===== src/rtl/bits2bytes_if.sv =====
// Handshake bundle for bits2bytes_stream: bit beats in, packed byte words out.
// The slave modport is the packer; the master modport is its environment.
`timescale 1ns/1ps
interface bits2bytes_if #(
    parameter int N_BYTES = 4,
    parameter int IN_W    = 8
);
    logic [IN_W-1:0]              bits_i;
    logic                         valid_i;
    logic                         last_i;
    logic                         ready_o;
    logic [N_BYTES-1:0][7:0]      bytes_o;
    logic [$clog2(N_BYTES+1)-1:0] nbytes_o;
    logic                         last_o;
    logic                         valid_o;
    logic                         ready_i;

    modport slave (
        input  bits_i, valid_i, last_i, ready_i,
        output ready_o, bytes_o, nbytes_o, last_o, valid_o
    );

    modport master (
        output bits_i, valid_i, last_i, ready_i,
        input  ready_o, bytes_o, nbytes_o, last_o, valid_o
    );
endinterface


===== src/rtl/bits2bytes_stream.sv =====
// Packs an LSB-first bit stream into N_BYTES-byte words (stream bit k -> byte k/8, bit k%8).
// Define BITS2BYTES_PIPE_EN to accept a new beat in the cycle a word is handed off.
`timescale 1ns/1ps
module bits2bytes_stream #(
    parameter int N_BYTES = 4,
    parameter int IN_W    = 8
) (
    input logic         clk_i,
    input logic         rst_ni,
    bits2bytes_if.slave bus
);
    localparam int W     = N_BYTES * 8;
    localparam int BEATS = W / IN_W;
    localparam int PW    = (BEATS > 1) ? $clog2(BEATS) : 1;
    localparam int NW    = $clog2(N_BYTES + 1);
    localparam logic [PW-1:0] LAST_PTR = PW'(BEATS - 1);

    typedef enum logic {FILL, OUT} state_t;

    state_t        state, state_n;
    logic [PW-1:0] ptr;
    logic [W-1:0]  acc;
    logic [NW-1:0] nbytes;
    logic          last_q;
    logic          accept, done, wrap;

    function automatic logic [NW-1:0] fill_bytes(input logic [PW-1:0] p);
        int unsigned nbits;
        nbits = (32'(p) + 32'd1) * 32'(IN_W);
        return NW'((nbits + 32'd7) / 32'd8);
    endfunction

    assign accept = bus.valid_i && bus.ready_o;
    assign done   = (state == OUT) && bus.ready_i;
    // ptr is 0 whenever we sit in OUT, so this also covers a beat taken during hand-off
    assign wrap   = (ptr == LAST_PTR) || bus.last_i;

    always_ff @(posedge clk_i or negedge rst_ni) begin
        if (!rst_ni) begin
            state <= FILL;
        end else begin
            state <= state_n;
        end
    end

    always_comb begin
        state_n = state;
        unique case (state)
            FILL: if (accept && wrap) state_n = OUT;
            OUT:  if (done) state_n = (accept && wrap) ? OUT : FILL;
            default: state_n = FILL;
        endcase
    end

    always_comb begin
        bus.ready_o  = 1'b0;
        bus.valid_o  = (state == OUT);
        bus.bytes_o  = (state == OUT) ? acc : '0;
        bus.nbytes_o = (state == OUT) ? nbytes : '0;
        bus.last_o   = (state == OUT) && last_q;
        if (rst_ni) begin
            unique case (state)
                FILL: bus.ready_o = 1'b1;
`ifdef BITS2BYTES_PIPE_EN
                OUT:  bus.ready_o = bus.ready_i;
`else
                OUT:  bus.ready_o = 1'b0;
`endif
                default: bus.ready_o = 1'b0;
            endcase
        end
    end

    always_ff @(posedge clk_i or negedge rst_ni) begin
        if (!rst_ni) begin
            ptr    <= '0;
            acc    <= '0;
            nbytes <= '0;
            last_q <= 1'b0;
        end else begin
            if (done) begin
                acc <= '0;
                ptr <= '0;
            end
            if (accept) begin
                acc[ptr*IN_W +: IN_W] <= bus.bits_i;
                ptr <= wrap ? '0 : ptr + 1'b1;
                if (wrap) begin
                    nbytes <= fill_bytes(ptr);
                    last_q <= bus.last_i;
                end
            end
        end
    end
endmodule


===== src/flat_wrapper.sv =====
// flat-port wrapper written by rule: the top's interface ports become plain ports
module bits2bytes_stream_flat 
#(
    parameter int N_BYTES = 4,
    parameter int IN_W    = 8
)
  (clk_i, rst_ni, bus_bits_i, bus_valid_i, bus_last_i, bus_ready_i, bus_ready_o, bus_bytes_o, bus_nbytes_o, bus_last_o, bus_valid_o);
  bits2bytes_if #(.N_BYTES(N_BYTES), .IN_W(IN_W)) bus_i ();
  input logic clk_i;
  input logic rst_ni;
  input wire logic [$bits(bus_i.bits_i)-1:0] bus_bits_i;
  input wire logic [$bits(bus_i.valid_i)-1:0] bus_valid_i;
  input wire logic [$bits(bus_i.last_i)-1:0] bus_last_i;
  input wire logic [$bits(bus_i.ready_i)-1:0] bus_ready_i;
  output wire logic [$bits(bus_i.ready_o)-1:0] bus_ready_o;
  output wire logic [$bits(bus_i.bytes_o)-1:0] bus_bytes_o;
  output wire logic [$bits(bus_i.nbytes_o)-1:0] bus_nbytes_o;
  output wire logic [$bits(bus_i.last_o)-1:0] bus_last_o;
  output wire logic [$bits(bus_i.valid_o)-1:0] bus_valid_o;
  assign bus_i.bits_i = bus_bits_i;
  assign bus_i.valid_i = bus_valid_i;
  assign bus_i.last_i = bus_last_i;
  assign bus_i.ready_i = bus_ready_i;
  assign bus_ready_o = bus_i.ready_o;
  assign bus_bytes_o = bus_i.bytes_o;
  assign bus_nbytes_o = bus_i.nbytes_o;
  assign bus_last_o = bus_i.last_o;
  assign bus_valid_o = bus_i.valid_o;
  bits2bytes_stream #(.N_BYTES(N_BYTES), .IN_W(IN_W)) u_core (.clk_i(clk_i), .rst_ni(rst_ni), .bus(bus_i));
endmodule

===== config.mk =====
export PLATFORM = sky130hd
export DESIGN_NAME = bits2bytes_stream_flat
export DESIGN_NICKNAME = d
export VERILOG_FILES = /design/src/rtl/bits2bytes_if.sv /design/src/rtl/bits2bytes_stream.sv /design/src/flat_wrapper.sv
export SDC_FILE = /design/constraint.sdc
export NUM_CORES = 1
export LEC_CHECK = 0
export CAP_MARGIN = 10
export CORE_MARGIN = 5
export CORE_UTILIZATION = 35
export DETAILED_ROUTE_END_ITERATION = 8
export MAX_ROUTING_LAYER = met4
export PLACE_DENSITY_LB_ADDON = 0.1
export REMOVE_ABC_BUFFERS = 1
export SLEW_MARGIN = 20
export SYNTH_ARGS = -nofsm -noshare
export SYNTH_HDL_FRONTEND = slang
export SYNTH_SLANG_ARGS = --single-unit

===== constraint.sdc =====
create_clock -name clk_i -period 4.01 [get_ports clk_i]
set_input_delay 0.6015 -clock clk_i [delete_from_list [all_inputs] [get_ports clk_i]]
set_output_delay 0.6015 -clock clk_i [all_outputs]
set_load 0.02 [all_outputs]

=== After elaboration in Yosys (flattened, before gate mapping) ===
Index checks and enable logic that the tools add are counted.

* Flip-flop bits (word level): 39
* Output and inout port bits: 38

* Equality and inequality tests: 1
* $add $sub $neg: 4
* Shift-type cells: 2
* Bitwise operators: 1
* Reductions and logical operators: 7
* Multiplexer cells: 13

{| class="wikitable"
|+ Operators by type and width
! operator !! count
|-
| 32-bit two-way mux || 3
|-
| 5-bit negation with 34-bit output || 1
|-
| 8-bit by 34-bit variable shift with 32-bit output, first input constant || 1
|-
| 8-bit by 34-bit variable part select with 32-bit output || 1
|-
| 32-bit bitwise mux || 1
|-
| 6-bit by 3-bit adder with 6-bit output, second input constant || 1
|-
| 2-bit two-way mux || 3
|-
| 1-bit logical AND || 4
|-
| 1-bit case mux with 2 select lines || 2
|-
| 2-bit by 1-bit adder with 3-bit output, second input constant || 1
|-
| 1-bit two-way mux || 3
|-
| 3-bit two-way mux || 1
|-
| 2-bit by 1-bit adder with 2-bit output, second input constant || 1
|-
| 2-bit equality test, second input constant || 1
|-
| 2-bit AND reduction || 1
|-
| 2-bit nonzero test || 1
|-
| 1-bit logical OR || 1
|-
| 1-bit NOT || 1
|}

=== Logic depth before layout (Yosys ltp) ===
Gate-level depths: netlist (run 1).

* Depth in word-level cells: 8
* Depth in mapped cells: 7
* Gate-level depth less buffers: 5

=== Worst setup path before layout (run 1) ===
Ideal clock, no wire load.

* Kind: register to output
* Start: reg u_core.state (netlist: u_core.bus.valid_o)
* End: out bus_bytes_o[11]
* Data arrival time: 1.234 ns
* Setup slack: 2.174 ns
* Cell stages (with the launch flop): 4
* Cell sequence: dfrtp_1 > clkbuf_1 > clkbuf_1 > and2_1

* Word-level cells in the longest chain between the ends: 1

{| class="wikitable"
|+ RTL lines
! item !! line !! source
|-
| from (decl) || bits2bytes_stream.sv:20 || <nowiki>state_t state, state_n;</nowiki>
|-
| from (signal assigned) || bits2bytes_stream.sv:42 || <nowiki>state <= state_n;</nowiki>
|-
| 32-bit two-way mux || bits2bytes_stream.sv:58 || <nowiki>bus.bytes_o = (state == OUT) ? acc : '0;</nowiki>
|-
| to (decl) || flat_wrapper.sv:16 || <nowiki>output wire logic [$bits(bus_i.bytes_o)-1:0] bus_bytes_o;</nowiki>
|}

No other way between the ends.

=== Worst setup path in the final report (run 1) ===
* Start: reg u_core.state (netlist: u_core.bus.valid_o)
* End: out bus_bytes_o[19]

The elaborated chain is that of the path after synthesis.

==> impl_metrics.xml, run 1 <==
<?xml version="1.0" encoding="UTF-8"?>
<metrics>
  <group name="synthesis">
    <metric name="synth_cells" unit="">175</metric>
    <metric name="syn_area" unit="um2">1956</metric>
    <metric name="synth_sequential_area_ratio" unit="%">49.90</metric>
    <metric name="synth.avg_cell_area" unit="um2">11.18</metric>
    <metric name="synth-simple-area-share" unit="%">26.04</metric>
    <metric name="top_cells_by_area_synth" unit="">sky130_fd_sc_hd__dfrtp_1, sky130_fd_sc_hd__and2_1, sky130_fd_sc_hd__a32o_1, sky130_fd_sc_hd__a22o_1, sky130_fd_sc_hd__ha_1</metric>
    <metric name="synth_top_family_by_area" unit="">simple AND/OR/NAND/NOR gates</metric>
    <metric name="synth_top_area_cell" unit="">sky130_fd_sc_hd__dfrtp_1</metric>
    <metric name="number_of_library_cell_types_mapped_by_synthesis" unit="">30</metric>
    <metric name="synth_compound_area_share" unit="%">16.57</metric>
    <metric name="synth_warnings" unit="">0</metric>
    <metric name="synthMuxAreaShare" unit="%">0.5758</metric>
    <metric name="post_synth_xor_area_fraction" unit="%">0</metric>
    <metric name="synth_adder_area_share" unit="%">3.839</metric>
    <metric name="synth_top_area_share" unit="%">49.90</metric>
    <metric name="postSynthRegisterBits" unit="">39</metric>
  </group>
  <group name="cts">
    <metric name="worst_skew_pair.late_latency" unit="ns">0.29</metric>
    <metric name="clkSinkCount" unit="">39</metric>
    <metric name="clock_tree_from_tritoncts" unit="">yes</metric>
    <metric name="post_cts.repair.setup_buffers" unit="">0</metric>
    <metric name="tritoncts.num_buffers" unit="">5</metric>
    <metric name="cts.hold.buffers_added" unit="">0</metric>
    <metric name="postCtsResizedCells" unit="">0</metric>
    <metric name="root_buffer" unit="">sky130_fd_sc_hd__clkbuf_8</metric>
    <metric name="clock_tree.buffer_depth" unit="">2</metric>
    <metric name="worst_path_clk_slew" unit="ns">0.08</metric>
    <metric name="clock_tree.htree_level_count" unit="">2</metric>
  </group>
  <group name="routing">
    <metric name="routedWlPerCell" unit="um">16.12</metric>
    <metric name="postRouteAntennaNets" unit="">0</metric>
    <metric name="drt-total-wl" unit="um">4804</metric>
    <metric name="detailroute.via_count" unit="">1532</metric>
    <metric name="drt_drc_violations_left" unit="">0</metric>
    <metric name="via_per_inst" unit="">5.141</metric>
    <metric name="drt_pass1_iterations" unit="">4</metric>
    <metric name="detailed_route_iter0_violations" unit="">70</metric>
  </group>
  <group name="floorplanning">
    <metric name="dieArea" unit="um2">7183</metric>
    <metric name="placeable_core_region" unit="um2">5473</metric>
    <metric name="floorplan.die.width" unit="um">84.75</metric>
    <metric name="floorplan.initialDensity" unit="%">35.73</metric>
    <metric name="io-pin-count" unit="">51</metric>
    <metric name="die_h" unit="um">84.75</metric>
    <metric name="standard_cell_rows" unit="">27</metric>
  </group>
  <group name="final_layout">
    <metric name="final_cell_mix" unit="">sky130_fd_sc_hd__clkdlybuf4s50_1, sky130_fd_sc_hd__dfrtp_1, sky130_fd_sc_hd__and2_1</metric>
    <metric name="final_layout_size_suffix_gt1_share" unit="%">9.292</metric>
    <metric name="nNetsFinal" unit="">244</metric>
    <metric name="synthToLayoutAreaGrowth" unit="%">34.87</metric>
    <metric name="mostFrequentLayoutCell" unit="">sky130_fd_sc_hd__clkdlybuf4s50_1</metric>
    <metric name="insertedDiodeCount" unit="">0</metric>
    <metric name="finish.instance_area" unit="um2">2638</metric>
  </group>
  <group name="timing">
    <metric name="clock-skew-final" unit="ns">0.006947</metric>
    <metric name="timing.final.hold_violations" unit="">0</metric>
    <metric name="setup_violation_total_in_the_final_timing_report" unit="">0</metric>
    <metric name="maxClockFrequency" unit="GHz">0.4084</metric>
    <metric name="slew-limit-headroom" unit="%">62.32</metric>
    <metric name="fin_setup_tns" unit="ns">0</metric>
    <metric name="least_margin_pin_slew" unit="ns">0.5652</metric>
    <metric name="rsz0062_at_grt" unit="">false</metric>
    <metric name="final_period_minus_worst_setup_slack" unit="ns">2.449</metric>
    <metric name="fin_crit_sh" unit="%">61.06</metric>
    <metric name="final-max-slew-violation-count" unit="">0</metric>
  </group>
  <group name="outcome">
    <metric name="run_status" unit="">finished clean</metric>
  </group>
  <group name="worst_setup_path">
    <metric name="number_of_cells_traversed_by_the_worst_register_to_register_path" unit="">5</metric>
    <metric name="worst_r2r_startpoint" unit="">u_core.ptr[0]</metric>
    <metric name="cp_cell_sequence" unit="">and2_1 -&gt; clkdlybuf4s50_1</metric>
    <metric name="required" unit="ns">3.41</metric>
    <metric name="critPathCaptureType" unit="">primary output</metric>
    <metric name="r2r-end" unit="">u_core.acc[4]</metric>
    <metric name="critPathMaxStageDelay" unit="ns">0.73</metric>
    <metric name="crit_arrival" unit="ns">1.85</metric>
    <metric name="path_class" unit="">flop to primary output</metric>
    <metric name="critical_path.max_fanout" unit="">45</metric>
    <metric name="crit_path_top_delay_cell" unit="">sky130_fd_sc_hd__dfrtp_2</metric>
    <metric name="critPathLaunchType" unit="">flop</metric>
    <metric name="regToRegSetupSlack" unit="ns">2.00</metric>
  </group>
  <group name="grt">
    <metric name="grt_overflow_total" unit="">0</metric>
    <metric name="maximum_number_of_pins_on_one_net_before_global_route_repair" unit="">46</metric>
    <metric name="wire_length_of_the_first_global_routing_pass" unit="um">8093</metric>
    <metric name="antenna_violations_before_repair" unit="">0</metric>
    <metric name="grt.total_usage" unit="%">14.50</metric>
    <metric name="via_count_of_the_first_global_routing_pass" unit="">1571</metric>
  </group>
  <group name="placement">
    <metric name="placement.cell_area" unit="um2">2519</metric>
    <metric name="port-buffer-count" unit="">50</metric>
    <metric name="place.gp.congestion" unit="">0.7445</metric>
    <metric name="dp.final_hpwl" unit="um">3453</metric>
  </group>
  <group name="power_and_ir_drop">
    <metric name="power.static_leakage" unit="nW">1.171</metric>
    <metric name="cellPowerDensity" unit="nW/um2">376.3</metric>
    <metric name="power.ir.vdd_worst" unit="mV">0.1651</metric>
  </group>
  <group name="run">
    <metric name="cap_viol_max_count" unit="">0</metric>
  </group>
  <group name="hold_path">
    <metric name="hold_path_class" unit="">input port to async pin</metric>
  </group>
</metrics>
registers in the layout, summed over array words and instances (netlist names):
register,cells
u_core.last_q,1
u_core.acc,32
u_core.nbytes,3
u_core.ptr,2
u_core.bus.valid_o,1
logic make-up after synthesis:
group | count (synthesis)
adders and majority gates | 6
buffers and inverters | 14
AOI/OAI and AO/OA | 40
muxes | 1
and+or+nand+nor | 75
DFF | 39
final cells by class:
cell class | instances | area, um2
flip-flops and latches | 39 | 977.2
clock inverters | 2 | 35.03
repair buffers | 53 | 518.0
clock buffers | 6 | 82.58
inverters | 4 | 15.01
well taps | 72 | 90.09
fillers | 537 | 2835
multi-input cells | 122 | 919.6
through the flow:
stage	utilization, %	setup WS, ns	power, mW	cells	hold slack [ns]
2_1_floorplan	-	1.889	0.5764	165	0.3059
3_3_place_gp	46.02	1.545	0.6582	290	0.4711
3_5_place_dp	46.02	1.484	0.6651	290	0.4824
4_1_cts	48.17	1.173	1.006	298	0.1907
5_1_grt	48.19	1.396	1.048	298	0.1951
6_report	48.19	1.561	0.9925	298	0.1860
synth_stat cells:
cell	n
sky130_fd_sc_hd__mux2_1	1
sky130_fd_sc_hd__nor3_2	1
sky130_fd_sc_hd__buf_2	3
sky130_fd_sc_hd__a32o_1	16
sky130_fd_sc_hd__o41ai_1	1
sky130_fd_sc_hd__nand4b_4	2
sky130_fd_sc_hd__dfrtp_1	39
sky130_fd_sc_hd__a21boi_2	1
sky130_fd_sc_hd__nand3b_1	1
sky130_fd_sc_hd__inv_2	1
sky130_fd_sc_hd__a22o_1	9
sky130_fd_sc_hd__nor2b_1	1
sky130_fd_sc_hd__nand4b_1	1
sky130_fd_sc_hd__nand2_1	12
sky130_fd_sc_hd__nand2b_1	1
sky130_fd_sc_hd__nor4b_4	1
sky130_fd_sc_hd__nor4bb_1	1
sky130_fd_sc_hd__nor4_4	1
sky130_fd_sc_hd__nor2_1	3
sky130_fd_sc_hd__inv_1	3
sky130_fd_sc_hd__ha_1	6
sky130_fd_sc_hd__and2_1	36
sky130_fd_sc_hd__nand3_1	11
sky130_fd_sc_hd__nor4_2	1
sky130_fd_sc_hd__clkbuf_1	6
sky130_fd_sc_hd__and4b_1	1
sky130_fd_sc_hd__o21ai_1	12
sky130_fd_sc_hd__and3b_1	1
sky130_fd_sc_hd__o21ai_0	1
sky130_fd_sc_hd__buf_4	1
worst max path at each step:
stage,from,to,slack (ns)
3_3_place_gp,u_core.bus.valid_o,bus_bytes_o[22],1.54
5_1_grt,u_core.bus.valid_o,bus_bytes_o[24],1.40
3_5_place_dp,u_core.bus.valid_o,bus_bytes_o[19],1.48
4_1_cts,u_core.bus.valid_o,bus_bytes_o[19],1.17
6_report,u_core.bus.valid_o,bus_bytes_o[19],1.56
2_1_floorplan,u_core.bus.valid_o,u_core.acc[11],1.89
metal layers:
| layer | routed length (um) | global-route usage, % |
|---|---|---|
| met1 | 2255 | 18.26 |
| met2 | 2356 | 23.49 |
| met3 | 174 | 3.533 |
| met4 | 19 | 3.453 |
| met5 | 0 | - |
worst max-delay path: cells and delay by family (launching register included):
kind / cells / cell delay [ns]
buffers and inverters: 1 / 0.60
flip-flops: 1 / 0.73
AND/OR/NAND/NOR: 1 / 0.23
report_power, final:
part           internal [mW]  switching (mW)
Clock                  0.201           0.135
Combinational         0.0815           0.113
Sequential             0.429          0.0327
Total                  0.712           0.281
(Power assumes the default switching activity.)
==> run 2: changes to the inputs <==
==> constraint.sdc (replaced) <==
create_clock -name clk_i -period 2.2 [get_ports clk_i]
set_input_delay 0.33 -clock clk_i [delete_from_list [all_inputs] [get_ports clk_i]]
set_output_delay 0.33 -clock clk_i [all_outputs]
set_load 0.02 [all_outputs]
==> impl_metrics.xml, run 2 (synthesized netlist as in run 1, its figures left out) <==
<?xml version="1.0" encoding="UTF-8"?>
<metrics>
  <group name="outcome">
    <metric name="run_status" unit="">finished clean</metric>
  </group>
  <group name="final_layout">
    <metric name="final_layout_size_suffix_gt1_share" unit="%">10.34</metric>
    <metric name="instances_no_fill" unit="">304</metric>
    <metric name="insertedDiodeCount" unit="">0</metric>
    <metric name="finish.instance_area" unit="um2">2651</metric>
    <metric name="fin_util" unit="%">48.45</metric>
    <metric name="flip_flop_count_of_the_largest_register_after_layout" unit="">32</metric>
    <metric name="mostFrequentLayoutCell" unit="">sky130_fd_sc_hd__clkdlybuf4s50_1</metric>
    <metric name="regMostFlops" unit="">u_core.acc</metric>
    <metric name="nNetsFinal" unit="">250</metric>
    <metric name="final_cell_mix" unit="">sky130_fd_sc_hd__clkdlybuf4s50_1, sky130_fd_sc_hd__dfrtp_1, sky130_fd_sc_hd__and2_1</metric>
    <metric name="synthToLayoutAreaGrowth" unit="%">35.57</metric>
    <metric name="largestRegisters" unit="">u_core.acc x32, u_core.nbytes x3, u_core.ptr x2</metric>
  </group>
  <group name="grt">
    <metric name="grt.total_usage" unit="%">14.86</metric>
    <metric name="antenna_violations_before_repair" unit="">0</metric>
    <metric name="grt_overflow_total" unit="">0</metric>
    <metric name="maximum_number_of_pins_on_one_net_before_global_route_repair" unit="">37</metric>
    <metric name="wire_length_of_the_first_global_routing_pass" unit="um">8280</metric>
    <metric name="via_count_of_the_first_global_routing_pass" unit="">1609</metric>
  </group>
  <group name="power_and_ir_drop">
    <metric name="internal_power" unit="mW">1.165</metric>
    <metric name="total_power" unit="mW">1.683</metric>
    <metric name="p_comb_share" unit="%">23.7</metric>
    <metric name="cellPowerDensity" unit="nW/um2">635.0</metric>
    <metric name="flop_pwr_share" unit="%">48.4</metric>
    <metric name="power.static_leakage" unit="nW">1.181</metric>
    <metric name="power.ir.vdd_worst" unit="mV">0.2496</metric>
    <metric name="power_switching_share" unit="%">30.77</metric>
    <metric name="netSwitchingPower" unit="mW">0.5180</metric>
    <metric name="share_clk_of_total_power" unit="%">27.9</metric>
  </group>
  <group name="timing">
    <metric name="fin_crit_sh" unit="%">89.20</metric>
    <metric name="clock-skew-final" unit="ns">0.004597</metric>
    <metric name="setup_violation_total_in_the_final_timing_report" unit="">0</metric>
    <metric name="finalWorstSetupSlack" unit="ns">0.2377</metric>
    <metric name="maxClockFrequency" unit="GHz">0.5096</metric>
    <metric name="slew-limit-headroom" unit="%">68.27</metric>
    <metric name="final_period_minus_worst_setup_slack" unit="ns">1.962</metric>
    <metric name="fin_setup_tns" unit="ns">0</metric>
    <metric name="holdWs" unit="ns">0.2910</metric>
    <metric name="timing.final.hold_violations" unit="">0</metric>
    <metric name="least_margin_pin_slew" unit="ns">0.4725</metric>
    <metric name="rsz0062_at_grt" unit="">false</metric>
    <metric name="final-max-slew-violation-count" unit="">0</metric>
  </group>
  <group name="routing">
    <metric name="routedWlPerCell" unit="um">16.34</metric>
    <metric name="drt_pass1_iterations" unit="">4</metric>
    <metric name="route.top_layer_used" unit="">met4</metric>
    <metric name="drt_drc_violations_left" unit="">0</metric>
    <metric name="met1_layer_wirelength_in_the_final_routing" unit="um">2327</metric>
    <metric name="met2_wirelength" unit="um">2336</metric>
    <metric name="via_per_inst" unit="">5.020</metric>
    <metric name="detailed_route_iter0_violations" unit="">82</metric>
    <metric name="detailroute.via_count" unit="">1526</metric>
    <metric name="wl_met3" unit="um">206</metric>
    <metric name="drt-total-wl" unit="um">4967</metric>
    <metric name="postRouteAntennaNets" unit="">0</metric>
  </group>
  <group name="floorplanning">
    <metric name="standard_cell_rows" unit="">27</metric>
    <metric name="dieArea" unit="um2">7183</metric>
    <metric name="placeable_core_region" unit="um2">5473</metric>
    <metric name="floorplan.initialDensity" unit="%">35.73</metric>
    <metric name="floorplan.die.width" unit="um">84.75</metric>
    <metric name="io-pin-count" unit="">51</metric>
    <metric name="die_h" unit="um">84.75</metric>
  </group>
  <group name="worst_setup_path">
    <metric name="regToRegSetupSlack" unit="ns">0.50</metric>
    <metric name="r2r-end" unit="">u_core.acc[18]</metric>
    <metric name="critPathCaptureType" unit="">primary output</metric>
    <metric name="startpoint" unit="">u_core.bus.valid_o</metric>
    <metric name="worst_r2r_startpoint" unit="">u_core.ptr[1]</metric>
    <metric name="critical_path.endpoint" unit="">bus_bytes_o[28]</metric>
    <metric name="required" unit="ns">1.87</metric>
    <metric name="critical_path.max_fanout" unit="">23</metric>
    <metric name="path_class" unit="">flop to primary output</metric>
    <metric name="crit_arrival" unit="ns">1.63</metric>
    <metric name="critPathLaunchType" unit="">flop</metric>
    <metric name="number_of_cells_traversed_by_the_worst_register_to_register_path" unit="">5</metric>
  </group>
  <group name="cts">
    <metric name="clkSinkCount" unit="">39</metric>
    <metric name="cts.hold.buffers_added" unit="">1</metric>
    <metric name="worst_path_clk_slew" unit="ns">0.08</metric>
    <metric name="clock_tree.buffer_depth" unit="">2</metric>
    <metric name="clock_tree_from_tritoncts" unit="">yes</metric>
    <metric name="root_buffer" unit="">sky130_fd_sc_hd__clkbuf_8</metric>
    <metric name="tritoncts.num_buffers" unit="">5</metric>
    <metric name="postCtsResizedCells" unit="">0</metric>
    <metric name="clock_tree.htree_level_count" unit="">2</metric>
    <metric name="worst_skew_pair.late_latency" unit="ns">0.28</metric>
    <metric name="post_cts.repair.setup_buffers" unit="">0</metric>
  </group>
  <group name="placement">
    <metric name="worst_slack_at_placement" unit="ns">0.2245</metric>
    <metric name="placed_cells_incl_taps" unit="">295</metric>
    <metric name="dp.final_hpwl" unit="um">3623</metric>
    <metric name="placement.cell_area" unit="um2">2556</metric>
    <metric name="port-buffer-count" unit="">50</metric>
    <metric name="place.gp.congestion" unit="">0.7834</metric>
  </group>
  <group name="hold_path">
    <metric name="hold_path_class" unit="">input port to async pin</metric>
  </group>
  <group name="run">
    <metric name="cap_viol_max_count" unit="">0</metric>
  </group>
</metrics>
==> run 2: how the worst min path moves through the flow <==
stage / startpoint / to / slack [ns] / cells after the start
after floorplan: rst_ni / u_core.acc[0] / 0.03 / 0
after global placement: rst_ni / u_core.acc[28] / 0.21 / 1
after detailed placement: rst_ni / u_core.acc[26] / 0.23 / 1
after CTS: rst_ni / u_core.acc[5] / 0.31 / 2
after global routing: rst_ni / u_core.acc[5] / 0.35 / 2
final: rst_ni / u_core.acc[5] / 0.29 / 2
==> run 2: area by class of cell <==
class | instances | area, um2
tap | 72 | 90.09
sequential | 39 | 975.9
multi-input combinational | 122 | 919.6
inverter | 4 | 15.01
clock inverter | 2 | 12.51
clock buffer | 6 | 72.57
fill | 527 | 2821
timing repair buffer | 59 | 565.5
==> run 2: power by group through the flow <==
stage | logic (mW) | registers (mW) | clock network (mW)
5_1_grt | 0.438 | 0.825 | 0.522
6_report | 0.399 | 0.815 | 0.470
3_3_place_gp | 0.392 | 0.826 | 0
2_1_floorplan | 0.213 | 0.837 | 0
3_5_place_dp | 0.400 | 0.830 | 0
4_1_cts | 0.403 | 0.815 | 0.487
==> run 2: worst max-delay path: stages (launching register included) <==
cell                              delay, ns
sky130_fd_sc_hd__dfrtp_1               0.35
sky130_fd_sc_hd__buf_4                 0.22
sky130_fd_sc_hd__and2_1                0.17
sky130_fd_sc_hd__clkdlybuf4s50_1       0.61
==> run 2: per-layer routing <==
layer / up-vias / global-route usage [%]
li1: 750 / -
met1: 725 / 19.23
met2: 41 / 23.06
met3: 10 / 3.729
met4: 0 / 4.317
met5: - / -
==> run 3: changes to the inputs <==
==> constraint.sdc (replaced) <==
create_clock -name clk_i -period 1.95 [get_ports clk_i]
set_input_delay 0.2925 -clock clk_i [delete_from_list [all_inputs] [get_ports clk_i]]
set_output_delay 0.2925 -clock clk_i [all_outputs]
set_load 0.02 [all_outputs]
==> impl_metrics.xml, run 3 (synthesized netlist as in run 1, its figures left out) <==
<?xml version="1.0" encoding="UTF-8"?>
<metrics>
  <group name="run">
    <metric name="cap_viol_max_count" unit="">0</metric>
  </group>
  <group name="final_layout">
    <metric name="flip_flop_count_of_the_largest_register_after_layout" unit="">32</metric>
    <metric name="final-seq-area" unit="um2">975.9</metric>
    <metric name="synthToLayoutAreaGrowth" unit="%">43.76</metric>
    <metric name="fillcell_total" unit="">524</metric>
    <metric name="mostFrequentLayoutCell" unit="">sky130_fd_sc_hd__dfrtp_1</metric>
    <metric name="multi_input_area" unit="um2">919.6</metric>
    <metric name="nNetsFinal" unit="">255</metric>
    <metric name="final_cell_mix" unit="">sky130_fd_sc_hd__dfrtp_1, sky130_fd_sc_hd__dlymetal6s2s_1, sky130_fd_sc_hd__and2_1</metric>
    <metric name="final_layout_size_suffix_gt1_share" unit="%">11.86</metric>
    <metric name="regMostFlops" unit="">u_core.acc</metric>
    <metric name="insertedDiodeCount" unit="">0</metric>
    <metric name="largestRegisters" unit="">u_core.acc x32, u_core.nbytes x3, u_core.ptr x2</metric>
  </group>
  <group name="worst_setup_path">
    <metric name="path_buf_inv" unit="">2</metric>
    <metric name="critical_path.top_delay_family" unit="">buffers and inverters</metric>
    <metric name="crit_arrival" unit="ns">1.48</metric>
    <metric name="worst_r2r_startpoint" unit="">u_core.ptr[1]</metric>
    <metric name="crit_path_top_delay_cell" unit="">sky130_fd_sc_hd__clkdlybuf4s50_1</metric>
    <metric name="r2r-end" unit="">u_core.acc[8]</metric>
    <metric name="critical_path.max_fanout" unit="">45</metric>
    <metric name="path_class" unit="">flop to primary output</metric>
    <metric name="critPathCaptureType" unit="">primary output</metric>
    <metric name="cp_cell_sequence" unit="">buf_12 -&gt; clkdlybuf4s50_1</metric>
    <metric name="required" unit="ns">1.66</metric>
    <metric name="number_of_cells_traversed_by_the_worst_register_to_register_path" unit="">5</metric>
    <metric name="critPathLaunchType" unit="">flop</metric>
    <metric name="critPathMaxStageDelay" unit="ns">0.63</metric>
    <metric name="regToRegSetupSlack" unit="ns">0.28</metric>
  </group>
  <group name="grt">
    <metric name="wire_length_of_the_first_global_routing_pass" unit="um">8390</metric>
    <metric name="grt_overflow_total" unit="">0</metric>
    <metric name="antenna_violations_before_repair" unit="">0</metric>
    <metric name="grt.total_usage" unit="%">14.92</metric>
    <metric name="maximum_number_of_pins_on_one_net_before_global_route_repair" unit="">46</metric>
    <metric name="via_count_of_the_first_global_routing_pass" unit="">1630</metric>
  </group>
  <group name="hold_path">
    <metric name="hold_path_class" unit="">input port to async pin</metric>
  </group>
  <group name="floorplanning">
    <metric name="dieArea" unit="um2">7183</metric>
    <metric name="standard_cell_rows" unit="">27</metric>
    <metric name="floorplan.initialDensity" unit="%">35.73</metric>
    <metric name="io-pin-count" unit="">51</metric>
    <metric name="placeable_core_region" unit="um2">5473</metric>
    <metric name="floorplan.die.width" unit="um">84.75</metric>
    <metric name="die_h" unit="um">84.75</metric>
  </group>
  <group name="timing">
    <metric name="fin_crit_sh" unit="%">91.15</metric>
    <metric name="rsz0062_at_grt" unit="">false</metric>
    <metric name="maxClockFrequency" unit="GHz">0.5626</metric>
    <metric name="final_period_minus_worst_setup_slack" unit="ns">1.777</metric>
    <metric name="fin_setup_tns" unit="ns">0</metric>
    <metric name="least_margin_pin_slew" unit="ns">0.4184</metric>
    <metric name="slew-limit-headroom" unit="%">71.88</metric>
    <metric name="timing.final.hold_violations" unit="">0</metric>
    <metric name="final-max-slew-violation-count" unit="">0</metric>
    <metric name="setup_violation_total_in_the_final_timing_report" unit="">0</metric>
    <metric name="clock-skew-final" unit="ns">0.001198</metric>
  </group>
  <group name="outcome">
    <metric name="run_status" unit="">finished clean</metric>
  </group>
  <group name="routing">
    <metric name="via_per_inst" unit="">5.143</metric>
    <metric name="routedWlPerCell" unit="um">16.53</metric>
    <metric name="drt-total-wl" unit="um">5091</metric>
    <metric name="drt_pass1_iterations" unit="">4</metric>
    <metric name="detailed_route_iter0_violations" unit="">52</metric>
    <metric name="postRouteAntennaNets" unit="">0</metric>
    <metric name="detailroute.via_count" unit="">1584</metric>
    <metric name="drt_drc_violations_left" unit="">0</metric>
  </group>
  <group name="cts">
    <metric name="clock_tree.htree_level_count" unit="">2</metric>
    <metric name="clock_tree.buffer_depth" unit="">2</metric>
    <metric name="worst_skew_pair.late_latency" unit="ns">0.28</metric>
    <metric name="clock_tree_from_tritoncts" unit="">yes</metric>
    <metric name="worst_path_clk_slew" unit="ns">0.07</metric>
    <metric name="tritoncts.num_buffers" unit="">5</metric>
    <metric name="clkSinkCount" unit="">39</metric>
    <metric name="root_buffer" unit="">sky130_fd_sc_hd__clkbuf_8</metric>
  </group>
  <group name="placement">
    <metric name="dp.final_hpwl" unit="um">3676</metric>
    <metric name="port-buffer-count" unit="">50</metric>
    <metric name="place.gp.congestion" unit="">0.8046</metric>
  </group>
  <group name="power_and_ir_drop">
    <metric name="total_power" unit="mW">2.018</metric>
    <metric name="cellPowerDensity" unit="nW/um2">717.8</metric>
    <metric name="power.static_leakage" unit="nW">1.896</metric>
    <metric name="power.ir.vdd_worst" unit="mV">0.3944</metric>
  </group>
</metrics>
==> run 3: cell types whose count changed in the layout (fill, tap and decap cells not counted) <==
cell	before	now
sky130_fd_sc_hd__dlymetal6s2s_1	0	37
sky130_fd_sc_hd__clkdlybuf4s50_1	49	12
sky130_fd_sc_hd__buf_4	8	12
sky130_fd_sc_hd__buf_12	0	1
sky130_fd_sc_hd__clkinv_2	1	0
sky130_fd_sc_hd__bufinv_16	0	1
sky130_fd_sc_hd__clkinvlp_4	1	0
==> run 3: repair_timing <==
action,in CTS,in global routing
endpoints found under the hold margin,1,0
endpoints found under the setup margin,0,37
gates resized for setup,0,37
hold buffers,1,0
setup buffers,0,0
==> run 3: report_power, final <==
group / total (mW) / internal, mW / switching [mW] / leakage (nW)
registers: 0.919 / 0.882 / 0.0375 / 0.532
clock network: 0.647 / 0.375 / 0.271 / 0.0513
logic: 0.452 / 0.186 / 0.266 / 1.31
total: 2.02 / 1.44 / 0.575 / 1.90
==> run 3: per-stage QoR <==
step	util (%)	std cells	hold slack (ns)	cell area, um2	setup WS (ns)
after CTS	49.68	308	0.1494	2719	0.006024
after global routing	51.37	308	0.1621	2811	0.1012
after floorplan	-	165	-0.003091	1911	-0.1710
final	51.37	308	0.1370	2811	0.1726
after detailed placement	47.62	300	0.1672	2606	0.09207
after global placement	47.62	300	0.1605	2606	0.1425
==> run 3: how the worst max path moves through the flow <==
stage	start	endpoint	slack, ns	depth (start not counted)
2_1_floorplan	u_core.bus.valid_o	u_core.acc[11]	-0.17	3
3_3_place_gp	bus_valid_i	u_core.nbytes[1]	0.14	4
3_5_place_dp	bus_valid_i	u_core.nbytes[1]	0.09	4
4_1_cts	u_core.bus.valid_o	bus_bytes_o[26]	0.006	3
5_1_grt	u_core.bus.valid_o	bus_valid_o	0.10	2
6_report	u_core.bus.valid_o	bus_valid_o	0.17	2
==> run 3: layer usage <==
layer | vias up | GRT usage (%) | wire [um]
met5 | - | - | 0
met1 | 788 | 19.08 | 2379
met3 | 6 | 3.140 | 210
met4 | 0 | 3.885 | 51
met2 | 33 | 24.06 | 2450
li1 | 757 | - | -
==> run 3: cell type report <==
type,instances,area share (%)
multi-input cells,122,32.71
flip-flops and latches,39,34.71
repair buffers,64,25.19
well taps,72,3.204
clock buffers,6,2.581
inverters,4,0.5340
clock inverters,1,1.068
